### src/rtl/vec_wb_assembler_if.sv
// rtl/vec_wb_assembler_if.sv - command, element and register-file write bundle for the assembler
//
// Groups the three channels of vec_wb_assembler:
//   cmd_v_i / cmd_addr_i / cmd_ready_o       writeback command (lane-local vector address)
//   elem_v_i / elem_data_i / elem_ready_o    result element stream
//   w_en_o / w_addr_o / w_data_o             one-cycle write to a register-file lane
//   busy_o                                   assembler not idle
// Modport slave is the assembler's view; modport master is the producer/consumer side.

interface vec_wb_assembler_if #(
    parameter int vlen_p  = 8,
    parameter int vdw_p   = 32,
    parameter int els_p   = 32,
    parameter int lanes_p = 4
);
    localparam int addr_width_lp = ((els_p / lanes_p) <= 1) ? 1 : $clog2(els_p / lanes_p);

    logic                      cmd_v_i;
    logic [addr_width_lp-1:0]  cmd_addr_i;
    logic                      cmd_ready_o;

    logic                      elem_v_i;
    logic [vdw_p-1:0]          elem_data_i;
    logic                      elem_ready_o;

    logic                      w_en_o;
    logic [addr_width_lp-1:0]  w_addr_o;
    logic [vlen_p*vdw_p-1:0]   w_data_o;

    logic                      busy_o;

    modport slave (
        input  cmd_v_i, cmd_addr_i, elem_v_i, elem_data_i,
        output cmd_ready_o, elem_ready_o, w_en_o, w_addr_o, w_data_o, busy_o
    );

    modport master (
        output cmd_v_i, cmd_addr_i, elem_v_i, elem_data_i,
        input  cmd_ready_o, elem_ready_o, w_en_o, w_addr_o, w_data_o, busy_o
    );
endinterface

### src/rtl/vec_wb_assembler.sv
// rtl/vec_wb_assembler.sv - collects vlen_p result elements into one vector register-file write
//
// Ports:
//   clk_i    sole clock, rising edge
//   reset_i  asynchronous active-high reset
//   bus      vec_wb_assembler_if.slave (command, element stream, write port, busy)
//
// A command latches the destination address; the following vlen_p element
// handshakes fill the buffer in order; the cycle after the last element the
// vector is presented with a single w_en_o strobe. A new command may be
// accepted during that write cycle so vectors can stream without a bubble.

module vec_wb_assembler #(
    parameter int vlen_p  = 8,
    parameter int vdw_p   = 32,
    parameter int els_p   = 32,
    parameter int lanes_p = 4
) (
    input  logic                  clk_i,
    input  logic                  reset_i,
    vec_wb_assembler_if.slave     bus
);
    localparam int addr_width_lp = ((els_p / lanes_p) <= 1) ? 1 : $clog2(els_p / lanes_p);
    localparam int cnt_width_lp  = (vlen_p <= 1) ? 1 : $clog2(vlen_p);
    localparam logic [cnt_width_lp-1:0] last_idx_lp = cnt_width_lp'(vlen_p - 1);

    typedef enum logic [1:0] {
        IDLE    = 2'd0,
        COLLECT = 2'd1,
        WRITE   = 2'd2
    } state_e;

    state_e                              state_q, state_d;
    logic [cnt_width_lp-1:0]             cnt_q, cnt_d;
    logic [addr_width_lp-1:0]            addr_q, addr_d;
    logic [vlen_p-1:0][vdw_p-1:0]        buf_q, buf_d;

    logic cmd_ready;
    logic elem_ready;
    logic w_en;

    always_ff @(posedge clk_i or posedge reset_i) begin
        if (reset_i) begin
            state_q <= IDLE;
            cnt_q   <= '0;
            addr_q  <= '0;
            buf_q   <= '0;
        end else begin
            state_q <= state_d;
            cnt_q   <= cnt_d;
            addr_q  <= addr_d;
            buf_q   <= buf_d;
        end
    end

    always_comb begin
        state_d    = state_q;
        cnt_d      = cnt_q;
        addr_d     = addr_q;
        buf_d      = buf_q;
        cmd_ready  = 1'b0;
        elem_ready = 1'b0;
        w_en       = 1'b0;

        unique case (state_q)
            IDLE: begin
                cmd_ready = 1'b1;
                if (bus.cmd_v_i) begin
                    addr_d  = bus.cmd_addr_i;
                    cnt_d   = '0;
                    state_d = COLLECT;
                end
            end

            COLLECT: begin
                // Commands are not accepted here; a stray cmd_v_i simply waits.
                elem_ready = 1'b1;
                if (bus.elem_v_i) begin
                    buf_d[cnt_q] = bus.elem_data_i;
                    if (cnt_q == last_idx_lp) begin
                        cnt_d   = '0;
                        state_d = WRITE;
                    end else begin
                        cnt_d = cnt_q + cnt_width_lp'(1);
                    end
                end
            end

            WRITE: begin
                w_en      = 1'b1;
                cmd_ready = 1'b1;
                // Accepting the next command here overlaps it with the write,
                // so back-to-back vectors see no idle cycle.
                if (bus.cmd_v_i) begin
                    addr_d  = bus.cmd_addr_i;
                    cnt_d   = '0;
                    state_d = COLLECT;
                end else begin
                    state_d = IDLE;
                end
            end

            default: begin
                state_d = IDLE;
            end
        endcase
    end

    // Outputs decode straight from registered state so reset forces them at once.
    assign bus.cmd_ready_o  = cmd_ready;
    assign bus.elem_ready_o = elem_ready;
    assign bus.w_en_o       = w_en;
    assign bus.w_addr_o     = addr_q;
    assign bus.w_data_o     = buf_q;
    assign bus.busy_o       = (state_q != IDLE);

endmodule
### src/flat_wrapper.sv
// flat-port wrapper written by rule: the top's interface ports become plain ports
module vec_wb_assembler_flat 
#(
    parameter int vlen_p  = 8,
    parameter int vdw_p   = 32,
    parameter int els_p   = 32,
    parameter int lanes_p = 4
)
  (clk_i, reset_i, bus_cmd_v_i, bus_cmd_addr_i, bus_elem_v_i, bus_elem_data_i, bus_cmd_ready_o, bus_elem_ready_o, bus_w_en_o, bus_w_addr_o, bus_w_data_o, bus_busy_o);
  vec_wb_assembler_if #(.vlen_p(vlen_p), .vdw_p(vdw_p), .els_p(els_p), .lanes_p(lanes_p)) bus_i ();
  input  logic clk_i;
  input  logic reset_i;
  input wire logic [$bits(bus_i.cmd_v_i)-1:0] bus_cmd_v_i;
  input wire logic [$bits(bus_i.cmd_addr_i)-1:0] bus_cmd_addr_i;
  input wire logic [$bits(bus_i.elem_v_i)-1:0] bus_elem_v_i;
  input wire logic [$bits(bus_i.elem_data_i)-1:0] bus_elem_data_i;
  output wire logic [$bits(bus_i.cmd_ready_o)-1:0] bus_cmd_ready_o;
  output wire logic [$bits(bus_i.elem_ready_o)-1:0] bus_elem_ready_o;
  output wire logic [$bits(bus_i.w_en_o)-1:0] bus_w_en_o;
  output wire logic [$bits(bus_i.w_addr_o)-1:0] bus_w_addr_o;
  output wire logic [$bits(bus_i.w_data_o)-1:0] bus_w_data_o;
  output wire logic [$bits(bus_i.busy_o)-1:0] bus_busy_o;
  assign bus_i.cmd_v_i = bus_cmd_v_i;
  assign bus_i.cmd_addr_i = bus_cmd_addr_i;
  assign bus_i.elem_v_i = bus_elem_v_i;
  assign bus_i.elem_data_i = bus_elem_data_i;
  assign bus_cmd_ready_o = bus_i.cmd_ready_o;
  assign bus_elem_ready_o = bus_i.elem_ready_o;
  assign bus_w_en_o = bus_i.w_en_o;
  assign bus_w_addr_o = bus_i.w_addr_o;
  assign bus_w_data_o = bus_i.w_data_o;
  assign bus_busy_o = bus_i.busy_o;
  vec_wb_assembler #(.vlen_p(vlen_p), .vdw_p(vdw_p), .els_p(els_p), .lanes_p(lanes_p)) u_core (.clk_i(clk_i), .reset_i(reset_i), .bus(bus_i));
endmodule
### config.mk
export PLATFORM = sky130hd
export DESIGN_NAME = vec_wb_assembler_flat
export DESIGN_NICKNAME = d
export VERILOG_FILES = /design/src/rtl/vec_wb_assembler_if.sv /design/src/rtl/vec_wb_assembler.sv /design/src/flat_wrapper.sv
export SDC_FILE = /design/constraint.sdc
export NUM_CORES = 1
export LEC_CHECK = 0
export CAP_MARGIN = 20
export CORE_UTILIZATION = 47
export CTS_CLUSTER_SIZE = 12
export DETAILED_ROUTE_END_ITERATION = 10
export PLACE_DENSITY = 0.8
export SETUP_SLACK_MARGIN = 0.5
export SLEW_MARGIN = 20
export SYNTH_ARGS = -nofsm -noshare
export SYNTH_HDL_FRONTEND = slang
export SYNTH_SLANG_ARGS = --single-unit
### constraint.sdc
create_clock -name clk_i -period 10.35 [get_ports clk_i]
set_clock_uncertainty 0.15 [all_clocks]
set_input_delay 2.07 -clock clk_i [delete_from_list [all_inputs] [get_ports clk_i]]
set_output_delay 2.07 -clock clk_i [all_outputs]
set_load 0.01 [all_outputs]
# Yosys cells after proc, flatten, opt, wreduce, memory -nomap -nowiden
# Index checks and enable logic that the tools add are counted.
dict set report totals {
  output_inout_bits 263
  elab_cells 45
  register_bits 264
}
dict set report classes {
  n_mux 15
  n_eq_ne 7
  n_addsub 1
  n_reduce_logical 9
  magnitude_cmp 2
}
# cell count
set op_table {}
lappend op_table {{$bwmux 256} 1}
lappend op_table {{$demux 32 s3} 1}
lappend op_table {{$mux 32} 1}
lappend op_table {{$mux 3} 3}
lappend op_table {{$mux 2} 3}
lappend op_table {{$pmux 2 s3} 1}
lappend op_table {{$pmux 3 s2} 1}
lappend op_table {{$reduce_and 3->1} 2}
lappend op_table {{$lt 3x4->1 const B} 1}
lappend op_table {{$mux 1} 4}
lappend op_table {{$ne 2x1->1 const B} 2}
lappend op_table {{$ne 2x2->1 const B} 2}
lappend op_table {{$reduce_and 2->1} 2}
lappend op_table {{$reduce_bool 2->1} 2}
lappend op_table {{$add 3x1->3 const B} 1}
lappend op_table {{$eq 3x3->1 const B} 1}
lappend op_table {{$ge 3x1->1 const B} 1}
lappend op_table {{$eq 2x1->1 const B} 1}
lappend op_table {{$eq 2x2->1 const B} 1}
lappend op_table {{$logic_not 2->1} 1}
lappend op_table {{$reduce_or 2->1} 1}
lappend op_table {{$logic_and 1x1->1} 1}

# Depth between registers and ports, before layout
dict set report logic_depth {
  word_depth 5
  ltp_mapped 5
}

# Worst setup path after synthesis
# No wires, ideal clock.
dict set report synth_timing {
  kind {input to register}
  startpoint {input bus_elem_v_i}
  endpoint {register u_core.buf_q, in the netlist u_core.bus.w_data_o[69]}
  path_stages 4
  t_arrival_ns 3.265
  slack_ns 6.808
  path_cell_list {or4b_2 clkbuf_1 buf_2 mux2_1}
}
dict set report synth_via {
  elab_chain_cells 1
}
# item line
set synth_lines {}
lappend synth_lines {{start, declared} flat_wrapper.sv:15} ;# input wire logic [$bits(bus_i.elem_v_i)-1:0] bus_elem_v_i;
lappend synth_lines {{$reduce_and 2->1 (no line)} n/a}
lappend synth_lines {{end signal, assigned} vec_wb_assembler.sv:52} ;# buf_q <= buf_d;
lappend synth_lines {{end, declared} vec_wb_assembler.sv:36} ;# logic [vlen_p-1:0][vdw_p-1:0] buf_q, buf_d;
# Every way passes these cells.
# A chain may end at the register's enable or synchronous reset.

# Worst setup path in the final report
dict set report layout_timing {
  startpoint {register u_core.state_q[0]}
  endpoint {output bus_elem_ready_o}
}
dict set report layout_via {
  elab_chain_cells 2
}
# item line
set layout_lines {}
lappend layout_lines {{start, declared} vec_wb_assembler.sv:33} ;# state_e state_q, state_d;
lappend layout_lines {{start signal, assigned} vec_wb_assembler.sv:49} ;# state_q <= state_d;
lappend layout_lines {{$eq 2x1->1} vec_wb_assembler.sv:65} ;# unique case (state_q)
lappend layout_lines {{$mux 1} vec_wb_assembler.sv:65}
lappend layout_lines {{end, declared} flat_wrapper.sv:18} ;# output wire logic [$bits(bus_i.elem_ready_o)-1:0] bus_elem_ready_o;
# Every way passes these cells.

==> results_dict.tcl <==
set metrics [dict create \
    outcome "complete, no violations" \
    crit_path_slowest_cell "sky130_fd_sc_hd__clkdlybuf4s50_1" \
    synthesis.area_um2 9990 \
    die_outline_area_um2 21800 \
    area_growth_syn_to_fin_pct 43.1 \
    highest_cell_delay_on_the_worst_timing_path_ns 0.57 \
    setup_violations 0 \
    worst_ir_drop_vdd_mv 0.183 \
    internal_power_mw 3.50 \
    antenna_left 0 \
    global_route_total_overflow 0 \
    row_count 52 \
    place.detailed.instances 1139 \
    setup.worst_path.start_class "flip-flop" \
    relSlewSlack_pct 26.4 \
    antenna_found_initial 0 \
    synth.yosys.warnings 0 \
    floorplan.io_pins 302 \
    tritoncts.num_buffers 28 \
    post_cts_resized 0 \
    switching_share_pct 29.7 \
    post_drt_wl_per_cell_um 21.2 \
    seq_area_frac_synth_pct 66.1 \
    clk_root_buffer_cell "sky130_fd_sc_hd__clkbuf_16" \
    total_power_mw 4.98 \
    tritoncts "done" \
    postSynthNetCount 626 \
    post-route-drc-count 0 \
    critPathRequiredTime_ns 8.13 \
    cts_max_path_buffers 3 \
    largest_net_degree_at_the_start_of_global_routing 113 \
    finish.utilization_pct 69.5 \
    final_hold_viol_count 0 \
    synth.avg_cell_area_um2 17.1 \
    max_fclk_mhz 244 \
    drtPass1Iterations 4 \
    finalWeightedCongestion 0.754 \
    worst_margin_slew_ns 1.10 \
    comb_power_share_pct 43.4 \
    layout_common_cells "sky130_fd_sc_hd__clkdlybuf4s50_1 (301), sky130_fd_sc_hd__dfrtp_1 (264), sky130_fd_sc_hd__mux2_2 (228), sky130_fd_sc_hd__mux2_4 (29), sky130_fd_sc_hd__clkbuf_16 (29)" \
    clkSlewWorstSetupHoldPaths_ns 0.06 \
    p_seq_share_pct 36.5 \
    syn-instance-count 585 \
    postCtsSetupBuffers 0 \
    net_count_reported_at_finish 941 \
    grt_pass1_wl_um 39000 \
    initial_core_utilization_pct 48.6 \
    fin_setup_tns_ns 0 \
    hpwl_um 16400 \
    finalMaxSlewViolations 0 \
    track_usage_pct 23.5 \
    first_drt_iteration_drcs 205 \
    timing.hold.worst.class "reg -> reg" \
    detail_route.vias_per_cell 5.19 \
    clockPowerShare_pct 20.1 \
    critical_path_arrival_ns 1.89 \
    crit_type "reg -> out" \
    crit_fanout 7 \
    dieWidth_um 148 \
    die-height_um 148 \
    cts_sinks 264 \
    cap_viol_max_count 0 \
    layout.filler_cells 1416 \
    ctsHoldBuffers 0 \
    most_frequent_standard_cell_in_the_layout_excluding_fill_and_tap_cells "sky130_fd_sc_hd__clkdlybuf4s50_1" \
    setup.worst_path.end_class "output pin" \
    critical_path.cell_chain "inv_1 -> nor2_1 -> clkdlybuf4s50_1" \
    grt_pass1_vias 6424 \
    synthDistinctLibCells 23 \
    synth.ff_latch_count 264 \
    final_cells 1187 \
    rsz0062_at_grt "false" \
    cts_htree_levels 1 \
    final_wirelength_um 25200 \
    post_route_clock_period_utilization_pct 39.7 \
    final_critical_delay_including_setup_and_external_delays_ns 4.11 \
    port-buffer-count 301 \
    n_antenna_cell 0 \
    vias 6163 \
    net_load_switching_power_mw 1.48 \
    p_leak_nw 6.24 \
    core_region_area_um2 20600 \
    fraction_of_final_layout_cells_sized_beyond_drive_strength_1_pct 34.7 \
    power.density_cell_area_nw_per_um2 348 \
    clkLatencyLatePin_ns 0.52 \
]
## final cells by class
| type | count | area, µm² | share of cell area [%] |
|---|---|---|---|
| clock inverter | 4 | 70.1 | 0.490 |
| sequential | 264 | 6610 | 46.2 |
| clock buffer | 43 | 858 | 6.00 |
| inverter | 2 | 15.0 | 0.105 |
| multi-input combinational | 293 | 3280 | 23.0 |
| timing repair buffer | 311 | 3120 | 21.9 |
| tap | 270 | 338 | 2.36 |
## routing by layer
metal  vias up  share of wire (%)  global-route usage, %
met4         0                4.1                   9.59
met1      3174                 41                   30.4
met5         -                  0                      0
li1       2706                  -                      -
met3        56                6.7                   5.90
met2       227                 48                   38.1
## final timing paths
| kind | end | startpoint | cells past startpoint | slack, ns |
|---|---|---|---|---|
| worst max-delay path | bus_elem_ready_o | u_core.state_q[0] | 3 | 6.24 |
| worst min-delay path | u_core.bus.w_data_o[5] | u_core.bus.w_data_o[5] | 1 | 0.34 |
| worst max register to register | u_core.bus.w_data_o[69] | u_core.state_q[1] | 3 | 7.61 |
| worst min register to register | u_core.bus.w_data_o[5] | u_core.bus.w_data_o[5] | 1 | 0.34 |
| max in group asynchronous | u_core.bus.w_data_o[127] | reset_i | 3 | 6.69 |
| min in group asynchronous | u_core.bus.w_data_o[3] | reset_i | 2 | 1.96 |
## kinds of logic after synthesis
group,after synthesis,share of synthesized area (%)
buf+inv,28,1.44
simple gates,25,1.34
fa+ha+maj,2,0.250
compound gates,4,0.238
flops,264,66.1
mux,262,30.6
## synth_stat cells
| master | number | area, µm² |
|---|---|---|
| sky130_fd_sc_hd__nand3b_1 | 2 | 15.0 |
| sky130_fd_sc_hd__clkbuf_1 | 10 | 37.5 |
| sky130_fd_sc_hd__mux2_1 | 2 | 22.5 |
| sky130_fd_sc_hd__or3b_1 | 1 | 8.76 |
| sky130_fd_sc_hd__mux2_2 | 228 | 2570 |
| sky130_fd_sc_hd__o22ai_1 | 1 | 6.26 |
| sky130_fd_sc_hd__or4b_1 | 1 | 10.0 |
| sky130_fd_sc_hd__or4b_2 | 1 | 10.0 |
| sky130_fd_sc_hd__a21o_1 | 1 | 7.51 |
| sky130_fd_sc_hd__nor2_1 | 7 | 26.3 |
| sky130_fd_sc_hd__or2_2 | 1 | 6.26 |
| sky130_fd_sc_hd__nor3_1 | 3 | 15.0 |
| sky130_fd_sc_hd__nand3_1 | 1 | 5.00 |
| sky130_fd_sc_hd__ha_1 | 2 | 25.0 |
| sky130_fd_sc_hd__buf_6 | 3 | 33.8 |
| sky130_fd_sc_hd__nand2_1 | 5 | 18.8 |
| sky130_fd_sc_hd__inv_1 | 2 | 7.51 |
| sky130_fd_sc_hd__mux2_4 | 29 | 435 |
| sky130_fd_sc_hd__mux2i_1 | 3 | 30.0 |
| sky130_fd_sc_hd__o21ai_0 | 2 | 10.0 |
| sky130_fd_sc_hd__nor2b_1 | 3 | 18.8 |
| sky130_fd_sc_hd__buf_2 | 13 | 65.1 |
| sky130_fd_sc_hd__dfrtp_1 | 264 | 6610 |
## worst max-delay path, delay by kind of cell (launching register included)
kind,cells,cell delay [ns]
simple gates,1,0.17
flops,1,0.46
buf+inv,2,0.74
## per-stage QoR
stage          cell area [µm²]  setup slack [ns]  hold WS (ns)
3_5_place_dp             13300              5.48         0.331
6_report                 14300              6.24         0.340
3_3_place_gp             13300              5.51         0.323
2_1_floorplan             9990             0.861         0.329
4_1_cts                  14300              6.02         0.344
5_1_grt                  14300              6.14         0.362
## sequential cells by signal, indices dropped and copies added, names as in the netlist
name	flops
u_core.bus.w_data_o	256
u_core.bus.w_addr_o	3
u_core.cnt_q	3
u_core.state_q	2
## power groups by stage
stage          clock network (mW)  logic (mW)  registers [mW]
6_report                     1.00        2.16            1.82
5_1_grt                      1.06        2.27            1.88
4_1_cts                      1.02        2.18            1.82
3_5_place_dp                    0        2.17            1.82
3_3_place_gp                    0        2.13            1.80
2_1_floorplan                   0       0.678            2.04
Note: power is estimated with default switching activity, not from simulation.
==> edit (same settings) <==
`vlen_p` is set to 8 in 3 places; all go to 4.
--- a/src/rtl/vec_wb_assembler_if.sv
+++ b/src/rtl/vec_wb_assembler_if.sv
@@ -10,3 +10,3 @@
 interface vec_wb_assembler_if #(
-    parameter int vlen_p  = 8,
+    parameter int vlen_p  = 4,
     parameter int vdw_p   = 32,
--- a/src/rtl/vec_wb_assembler.sv
+++ b/src/rtl/vec_wb_assembler.sv
@@ -13,3 +13,3 @@
 module vec_wb_assembler #(
-    parameter int vlen_p  = 8,
+    parameter int vlen_p  = 4,
     parameter int vdw_p   = 32,
--- a/src/flat_wrapper.sv
+++ b/src/flat_wrapper.sv
@@ -3,3 +3,3 @@
 #(
-    parameter int vlen_p  = 8,
+    parameter int vlen_p  = 4,
     parameter int vdw_p   = 32,
Ports: changed (resized bus_w_data_o); port bits go from 302 to 174. No check against the original RTL was run, so the function may have changed too.
==> edit against the original RTL <==
Critical path depth unchanged; synthesized area fell by 48%; register-to-register slack better by 0.70 ns; cell area shrank 47%; die area decreased by 47%; setup slack better by 0.14 ns; critical endpoint unchanged; hold slack better by 0.0052 ns; fmax is 3.6% higher; sequential cell count is 129 lower; wire length fell by 56%; power decreased by 47%.
==> edit: results (changes against the original RTL) <==
metric;value;unit;change
met3 GRT Util;7.57;%;was 5.90%
GRT met2 Usage;33.1;%;was 38.1%
Net Count, Synth;348;;was 626
fin cells;637;;was 1,187
Clk Latency, worst-skew pair;0.50;ns;was 0.52 ns
DP Wirelength;7.49;mm;was 16.4 mm
grt met1 use;27.3;%;was 30.4%
cts bufs inserted;17;;was 28
Area contributors post-synth;dfrtp_1 65%, mux2_2 24%, buf_6 2.8%;;was dfrtp_1 66%, mux2_2 26%, mux2_4 4.4%
met2 wire length;5.41;mm;was 12.1 mm
Max IR drop VDD;0.169;mV;was 0.183 mV
slowest stage delay, CP;0.55;ns;was 0.57 ns
H-tree lvl count;4;;was 1
placed instance area;0.00700;mm2;was 0.0133 mm2
Compound-Gate Fraction of Synth Area;0.574;%;was 0.238%
static leakage;3.34;nW;was 6.24 nW
total power;2.64;mW;was 4.98 mW
Crit path arrival time;1.74;ns;was 1.89 ns
mean routed wirelength per cell;17.6;um;was 21.2 um
vias in the first global route;3438;;was 6,424
CTS max path bufs;2;;was 3
DR WL met3;838;um;was 1.68 mm
fill cell count;767;;was 1,416
post-synthesis adder-cell area fraction;0.957;%;was 0.251%
mux cell area share after synthesis;28.9;%;was 30.6%
P_int;1.88;mW;was 3.50 mW
via count;3233;;was 6,163
Tot GR Track Use;21.3;%;was 23.5%
post-synth cell types;19;;was 23
Placed Cells;606;;was 1,139
CP max stage cell;clkdlybuf4s50_1;;unchanged
pin slew with the least headroom to its limit;0.734;ns;was 1.10 ns
first-pass GRT wire length;18.2;mm;was 39.0 mm
ratio of cells with drive above 1 in the final layout;31.2;%;was 34.7%
Starting DRT DRC Count;123;;was 205
gpl congestion;0.721;;was 0.754
status;complete, no violations;;unchanged
sequential power share;35.5;%;was 36.5%
pre-CTS setup slack;6.10;ns;was 5.48 ns
Port Buf Inserts;173;;was 301
edit: cell count changes after synthesis, moves of 3 or more:
cell and change:
nand2_1 -3, clkbuf_1 -10, nand2_4 +4, inv_1 +3, mux2_2 -118, mux2_4 -20
mux2_1 +10, nor2_1 -6, mux2i_1 -3, buf_6 +10, buf_2 -13, dfrtp_1 -129
nor3_1 -3
edit: worst register-to-register path, delay by kind of cell, from the launching register on:
| family | cells | cell delay (ns) |
|---|---|---|
| flip-flops | 1 | 0.43 |
| multiplexers | 1 | 0.44 |
| AND/OR/NAND/NOR | 2 | 0.89 |
edit: area by class of cell:
cell class	count	area (um2)	area share, %
Clock buffer	23	477	6.27
Multi-Input combinational cell	152	1690	22.2
Sequential cell	135	3380	44.4
Clock inverter	8	120	1.58
Inverter	5	21.3	0.280
Timing Repair Buffer	174	1740	22.9
Tap cell	140	175	2.30
edit: path summary, 6_finish.rpt:
kind	from	endpoint	slack, ns	cells after the start
min in group asynchronous	reset_i	u_core.bus.w_data_o[68]	1.86	2
max in group asynchronous	reset_i	u_core.bus.w_data_o[82]	7.03	3
min	u_core.bus.w_data_o[13]	u_core.bus.w_data_o[13]	0.34	1
min reg2reg	u_core.bus.w_data_o[13]	u_core.bus.w_data_o[13]	0.34	1
max reg2reg	u_core.state_q[0]	u_core.bus.w_data_o[15]	8.31	3
max	u_core.state_q[0]	bus_elem_ready_o	6.39	3
edit: cell families (layout without fill, tap and decap cells):
kind of cell,after synthesis,in the layout
AO/OA/AOI/OAI,4,4
adder cells (fa/ha/maj),4,4
buffers and inverters,18,210
flip-flops,135,135
multiplexers,131,131
AND/OR/NAND/NOR,13,13
